### config.mk
export PLATFORM = sky130hd
export DESIGN_NAME = pixel_stream_feeder_flat
export DESIGN_NICKNAME = d
export VERILOG_FILES = /design/src/rtl/cac_pkg.sv /design/src/rtl/pixel_stream_feeder_if.sv /design/src/rtl/pixel_fifo.sv /design/src/rtl/pixel_stream_feeder.sv /design/src/flat_wrapper.sv
export SDC_FILE = /design/constraint.sdc
export NUM_CORES = 1
export LEC_CHECK = 0
export BUFFER_PORTS_ARGS = -buffer_cell sky130_fd_sc_hd__buf_2
export CAP_MARGIN = 15
export CORE_ASPECT_RATIO = 0.5
export CORE_MARGIN = 2
export CORE_UTILIZATION = 60
export CTS_BUF_LIST = sky130_fd_sc_hd__clkbuf_16
export CTS_CLUSTER_DIAMETER = 40
export CTS_CLUSTER_SIZE = 8
export DETAILED_ROUTE_END_ITERATION = 16
export PLACE_DENSITY = 0.85
export RECOVER_POWER = 50
export SYNTH_ARGS = -nofsm -noshare
export SYNTH_HDL_FRONTEND = slang
export SYNTH_SLANG_ARGS = --single-unit
### constraint.sdc
create_clock -name clk -period 4.1 [get_ports clk]
set_input_delay 1.23 -clock clk [delete_from_list [all_inputs] [get_ports clk]]
set_output_delay 1.23 -clock clk [all_outputs]
set_load 0.02 [all_outputs]
### src/rtl/cac_pkg.sv
// Shared widths and FSM state encoding for the pixel stream feeder.
package cac_pkg;
  localparam int RGB_W         = 24;
  localparam int CNT_W_DEFAULT = 20;

  typedef enum logic [1:0] {
    ST_IDLE = 2'd0,
    ST_RUN  = 2'd1,
    ST_DONE = 2'd2
  } state_e;
endpackage

### src/rtl/pixel_stream_feeder_if.sv
// Source-side and processor-side pixel handshakes of the feeder.
interface pixel_stream_feeder_if;
  import cac_pkg::*;

  logic [RGB_W-1:0] src_rgb;
  logic             src_valid;
  logic             src_ready;
  logic [RGB_W-1:0] pix_rgb;
  logic             pix_valid;
  logic             pix_ready;

  modport master (output src_rgb, src_valid, pix_ready,
                  input  src_ready, pix_rgb, pix_valid);
  modport slave  (input  src_rgb, src_valid, pix_ready,
                  output src_ready, pix_rgb, pix_valid);
endinterface

### src/rtl/pixel_fifo.sv
// Single-clock FIFO with wrapping pointers and a separate occupancy counter.
module pixel_fifo #(
  parameter int DEPTH = 8,
  parameter int W     = 24
) (
  input  logic                     clk,
  input  logic                     rst_n,
  input  logic                     clr,
  input  logic                     push,
  input  logic                     pop,
  input  logic [W-1:0]             wdata,
  output logic [W-1:0]             rdata,
  output logic                     full,
  output logic                     empty,
  output logic [$clog2(DEPTH):0]   level
);
  localparam int AW = $clog2(DEPTH);
  localparam logic [AW:0] FULL_LVL = (AW+1)'(DEPTH);

  logic [W-1:0]  mem_q [DEPTH];
  logic [W-1:0]  mem_d [DEPTH];
  logic [AW-1:0] wptr_q, wptr_d, rptr_q, rptr_d;
  logic [AW:0]   level_q, level_d;
  logic          push_ok, pop_ok;

  assign full    = (level_q == FULL_LVL);
  assign empty   = (level_q == '0);
  assign level   = level_q;
  assign rdata   = mem_q[rptr_q];
  assign push_ok = push & ~full;
  assign pop_ok  = pop & ~empty;

  always_comb begin
    mem_d   = mem_q;
    wptr_d  = wptr_q;
    rptr_d  = rptr_q;
    level_d = level_q;
    if (clr) begin
      wptr_d  = '0;
      rptr_d  = '0;
      level_d = '0;
    end else begin
      if (push_ok) begin
        mem_d[wptr_q] = wdata;
        wptr_d        = wptr_q + AW'(1);
      end
      if (pop_ok) rptr_d = rptr_q + AW'(1);
      if (push_ok && !pop_ok)      level_d = level_q + (AW+1)'(1);
      else if (pop_ok && !push_ok) level_d = level_q - (AW+1)'(1);
    end
  end

  always_ff @(posedge clk or negedge rst_n) begin
    if (!rst_n) begin
      for (int i = 0; i < DEPTH; i++) mem_q[i] <= '0;
      wptr_q  <= '0;
      rptr_q  <= '0;
      level_q <= '0;
    end else begin
      mem_q   <= mem_d;
      wptr_q  <= wptr_d;
      rptr_q  <= rptr_d;
      level_q <= level_d;
    end
  end
endmodule

### src/rtl/pixel_stream_feeder.sv
// Frame-level feeder: buffers source pixels and issues them to the processor.
// state | meaning
// IDLE  | waiting for start
// RUN   | accepting and issuing pixels of the current frame
// DONE  | one-cycle frame completion, frame_done high
module pixel_stream_feeder
  import cac_pkg::*;
#(
  parameter int FIFO_DEPTH = 8,
  parameter int CNT_W      = CNT_W_DEFAULT
) (
  input  logic                          clk,
  input  logic                          rst_n,
  input  logic                          start,
  input  logic                          abort,
  input  logic [CNT_W-1:0]              frame_pixels,
  input  logic                          matrix_valid,
  pixel_stream_feeder_if.slave          bus,
  output logic                          busy,
  output logic                          frame_done,
  output logic [CNT_W-1:0]              pixels_sent,
  output logic [$clog2(FIFO_DEPTH):0]   fifo_level
);
  state_e           state_q, state_d;
  logic [CNT_W-1:0] frame_len_q, frame_len_d;
  logic [CNT_W-1:0] acc_cnt_q, acc_cnt_d;
  logic [CNT_W-1:0] sent_cnt_q, sent_cnt_d;
  logic             busy_q, busy_d, frame_done_q, frame_done_d;
  logic             run, src_ready, pix_valid, push, pop, fifo_clr;
  logic             fifo_full, fifo_empty;
  logic [RGB_W-1:0] fifo_head;

  assign run       = (state_q == ST_RUN);
  assign src_ready = run & ~fifo_full & (acc_cnt_q < frame_len_q);
  assign pix_valid = run & ~fifo_empty & matrix_valid;

  assign bus.src_ready = src_ready;
  assign bus.pix_valid = pix_valid;
  assign bus.pix_rgb   = pix_valid ? fifo_head : '0;

  // abort wins over any transfer on the same edge
  assign push     = bus.src_valid & src_ready & ~abort;
  assign pop      = pix_valid & bus.pix_ready & ~abort;
  assign fifo_clr = abort | (start & (state_q == ST_IDLE));

  pixel_fifo #(.DEPTH(FIFO_DEPTH), .W(RGB_W)) u_fifo (
    .clk   (clk),
    .rst_n (rst_n),
    .clr   (fifo_clr),
    .push  (push),
    .pop   (pop),
    .wdata (bus.src_rgb),
    .rdata (fifo_head),
    .full  (fifo_full),
    .empty (fifo_empty),
    .level (fifo_level)
  );

  always_comb begin
    state_d     = state_q;
    frame_len_d = frame_len_q;
    acc_cnt_d   = acc_cnt_q;
    sent_cnt_d  = sent_cnt_q;
    if (abort) begin
      state_d    = ST_IDLE;
      acc_cnt_d  = '0;
      sent_cnt_d = '0;
    end else begin
      case (state_q)
        ST_IDLE: if (start) begin
          frame_len_d = frame_pixels;
          acc_cnt_d   = '0;
          sent_cnt_d  = '0;
          state_d     = (frame_pixels == '0) ? ST_DONE : ST_RUN;
        end
        ST_RUN: begin
          if (push) acc_cnt_d = acc_cnt_q + CNT_W'(1);
          if (pop)  sent_cnt_d = sent_cnt_q + CNT_W'(1);
          if (sent_cnt_d == frame_len_q) state_d = ST_DONE;
        end
        ST_DONE: state_d = ST_IDLE;
        default: state_d = ST_IDLE;
      endcase
    end
    busy_d       = (state_d != ST_IDLE);
    frame_done_d = (state_d == ST_DONE);
  end

  always_ff @(posedge clk or negedge rst_n) begin
    if (!rst_n) begin
      state_q      <= ST_IDLE;
      frame_len_q  <= '0;
      acc_cnt_q    <= '0;
      sent_cnt_q   <= '0;
      busy_q       <= 1'b0;
      frame_done_q <= 1'b0;
    end else begin
      state_q      <= state_d;
      frame_len_q  <= frame_len_d;
      acc_cnt_q    <= acc_cnt_d;
      sent_cnt_q   <= sent_cnt_d;
      busy_q       <= busy_d;
      frame_done_q <= frame_done_d;
    end
  end

  assign busy        = busy_q;
  assign frame_done  = frame_done_q;
  assign pixels_sent = sent_cnt_q;
endmodule

### src/flat_wrapper.sv
// flat-port wrapper written by rule: the top's interface ports become plain ports
module pixel_stream_feeder_flat import cac_pkg::*;
#(
  parameter int FIFO_DEPTH = 8,
  parameter int CNT_W      = CNT_W_DEFAULT
)
  (clk, rst_n, start, abort, frame_pixels, matrix_valid, busy, frame_done, pixels_sent, fifo_level, bus_src_rgb, bus_src_valid, bus_pix_ready, bus_src_ready, bus_pix_rgb, bus_pix_valid);
  pixel_stream_feeder_if bus_i ();
  input  logic clk;
  input  logic rst_n;
  input  logic start;
  input  logic abort;
  input  logic [CNT_W-1:0] frame_pixels;
  input  logic matrix_valid;
  output logic busy;
  output logic frame_done;
  output logic [CNT_W-1:0] pixels_sent;
  output logic [$clog2(FIFO_DEPTH):0] fifo_level;
  input wire logic [$bits(bus_i.src_rgb)-1:0] bus_src_rgb;
  input wire logic [$bits(bus_i.src_valid)-1:0] bus_src_valid;
  input wire logic [$bits(bus_i.pix_ready)-1:0] bus_pix_ready;
  output wire logic [$bits(bus_i.src_ready)-1:0] bus_src_ready;
  output wire logic [$bits(bus_i.pix_rgb)-1:0] bus_pix_rgb;
  output wire logic [$bits(bus_i.pix_valid)-1:0] bus_pix_valid;
  assign bus_i.src_rgb = bus_src_rgb;
  assign bus_i.src_valid = bus_src_valid;
  assign bus_i.pix_ready = bus_pix_ready;
  assign bus_src_ready = bus_i.src_ready;
  assign bus_pix_rgb = bus_i.pix_rgb;
  assign bus_pix_valid = bus_i.pix_valid;
  pixel_stream_feeder #(.FIFO_DEPTH(FIFO_DEPTH), .CNT_W(CNT_W)) u_core (.clk(clk), .rst_n(rst_n), .start(start), .abort(abort), .frame_pixels(frame_pixels), .matrix_valid(matrix_valid), .bus(bus_i), .busy(busy), .frame_done(frame_done), .pixels_sent(pixels_sent), .fifo_level(fifo_level));
endmodule
==> run metrics <==
Hold Buf Count CTS=0; DR DRC count=0; Req. time, crit path=2.87 ns; Net Sw Power=1.678 mW; Tmin final=3.793 ns; nets=1244; placed cell area=between 10000 and 15000 µm²; register bit total from synthesis=266; antenna violations before repair=2; YS warnings=0; CTS resizes=0; post-synthesis sequential area ratio=a little under 50%; cell at the slowest stage of the critical path=dfrtp_4; fin cells=1474; Worst Setup End Kind=primary output; Setup TNS=0 ns; IR drop worst, VDD=0.0002262 V; Primary FF master, synth=dfrtp_1; root buf cell=clkbuf_16; TritonCTS clock tree=yes; Post-Route M1 WL=between 10000 and 15000 µm; slowest stage delay, CP=0.71 ns; RSZ-0062 raised after global routing=false; Switching Share=25.61%; I/O Buffers=around 100; synthesis-to-layout area growth=13.72%; sequential share of power=45.1%; setup violators final=0; share of layout cells above drive strength 1=36.09%; worst-case clock buffer depth=3; Hold WC Path Type=flop to flop; synthesized instance count=1061; clock slew at reported path FFs=approximately 0.050 ns; Post-CTS Setup Bufs=0; Die H=110.1 µm; failing checks=max-capacitance violations, max-slew violations; core area=roughly 22000 µm²; Die W=216.1 µm; WL final=34000 µm; synthesized area per cell=12.72 µm²; met3 wire length=2387 µm; total CTS buffers=39; vias per std cell=about 6.4; Distinct cells, synth=59; DR WL/cell=23.07 µm; post-synth net total=1139; IO Pins=103; Final Cell Area=15350 µm²; setup slack, reg-to-reg=0.51 ns; endpoints failing hold=0; Internal=4.877 mW; Slew headroom=-74.62%; CTS sink count=266; Fin Clk Skew=0.02267 ns; met2 WL post-DR=16560 µm; Total GRT Usage=between 20% and 30%; status=complete, but fails checks; fin crit share=92.50%; worst slew pin tran=approximately 2.6 ns; P_leak=7.193 nW; Top Layer Used=met4; ANT nets after route=0; Detail Placement HPWL=21120 µm; most common cell after layout, fill and taps aside=dfrtp_1; CP cell instances=buf_4 -> mux4_2 -> mux2i_1 -> nor2_1 -> buf_2; CP Class=flop to primary output; PD cells=427.0 nW/µm²; pin count of the biggest net entering global routing=102; placed insts=1425; GPL Wtd Cong=0.9409; Post-Syn Area=13500 µm²; Die Area=about 24000 µm²; Post-synth EDFFs=0; post-place setup slack=0.3128 ns; first drt pass iteration count=5; Worst Path Arrival=~2.6 ns; commonest non-fill, non-tap cells in the layout=dfrtp_1 (264), mux2_2 (172), buf_2 (100); Max Cap Violations=1; first-pass GRT wire length=53380 µm; H-tree depth=2; Logic pwr share=12.1%; fmax=263.7 MHz; Clock power frac=42.8%; row count=38; Max Slew Vio Count=100; total number of vias=9383; Post-synth ARST share=100.0%; Initial DRC Count=993; number of global-route vias before repair=9658; CP Max Fanout=21; worst skew pair latency=0.53 ns; Startpoint Class=flop; Setup WS post-layout=slightly above 0.3 ns; remaining global-route overflow=0; Initial Util=61.72%
final cells by class:
class | count | area, µm²
Antenna cell | 2 | 5.005
Clock buffer | 39 | 975.9
Clock inverter | 8 | 56.30
Fill cell | 1440 | 6520
Inverter | 29 | 108.9
Multi-Input combinational cell | 705 | 6444
Sequential cell | 266 | 6661
Tap cell | 300 | 375.4
Timing Repair Buffer | 125 | 724.4
power groups by stage:
stage               Sequential (mW)  Clock [mW]  Combinational, mW
finish                         2.96        2.81              0.793
global route                   2.97        2.95              0.867
CTS                            2.95        2.83              0.795
detailed placement             2.98           0              0.777
global placement               2.97           0              0.746
floorplan                      2.94           0              0.526
worst paths after layout:
check                                   startpoint                       end  depth (start not counted)
max                        u_core.u_fifo.rptr_q[0]           bus_pix_rgb[10]                          5
min                        u_core.u_fifo.mem_q[46]   u_core.u_fifo.mem_q[46]                          1
min in group asynchronous                    rst_n      u_core.acc_cnt_q[12]                          1
max reg2reg                  u_core.frame_len_q[9]    u_core.u_fifo.level[3]                         16
max in group asynchronous                    rst_n  u_core.u_fifo.mem_q[162]                          2
min reg2reg                u_core.u_fifo.mem_q[46]   u_core.u_fifo.mem_q[46]                          1
routing by layer:
metal  up-vias  global-route usage (%)
met5         -                       0
met4         0                   10.18
met3        67                   6.173
met2       349                   48.99
met1      4870                   38.80
li1       4097                       -
metrics by stage:
step	hold WS [ns]	power, mW	util [%]
global placement	0.4618	3.715	65.55
detailed placement	0.4738	3.762	65.55
CTS	0.4844	6.573	70.27
floorplan	0.4524	3.464	-
global route	0.4978	6.792	70.18
finish	0.4831	6.555	70.19
state kept, by name, indices dropped and copies added (netlist names):
signal and count:
u_core.busy 1, u_core.state_q 2, u_core.pixels_sent 20, u_core.u_fifo.mem_q 192, u_core.u_fifo.wptr_q 3, u_core.u_fifo.level 4, u_core.u_fifo.rptr_q 3, u_core.frame_done 1
u_core.frame_len_q 20, u_core.acc_cnt_q 20
synth_stat cells, types with 14 or more instances:
master,instances,share of area (%)
dfrtp_1,266,49
mux2_2,172,14
nand2_1,59,1.6
nor2_1,54,1.5
mux4_2,48,8.0
o21ai_0,43,1.6
a21oi_1,38,1.4
mux2i_1,36,2.7
inv_1,29,0.81
clkbuf_1,28,0.78
ha_1,26,2.4
nand3_1,25,0.93
xnor2_1,23,1.5
buf_2,20,0.74
mux2_4,20,2.2
nand4_1,14,0.65
cell families (layout without fill, tap and decap cells):
kind of cell    after synthesis  in the layout  synth area share [%]
other cells                   0              2                     0
mux                         280            280                 27.58
xor+xnor                     33             33                 2.141
fa+ha+maj                    27             27                 2.558
simple gates                234            234                 9.398
flops                       266            266                 49.31
compound gates              131            131                 5.914
buf+inv                      90            201                 3.096
worst max-delay path: cells and delay by family (launching register included):
kind / cells / cell delay [ns]
mux: 2 / 0.77
flops: 1 / 0.71
buf+inv: 2 / 0.46
simple gates: 1 / 0.08
No activity file was read; power rests on OpenSTA's default activity.
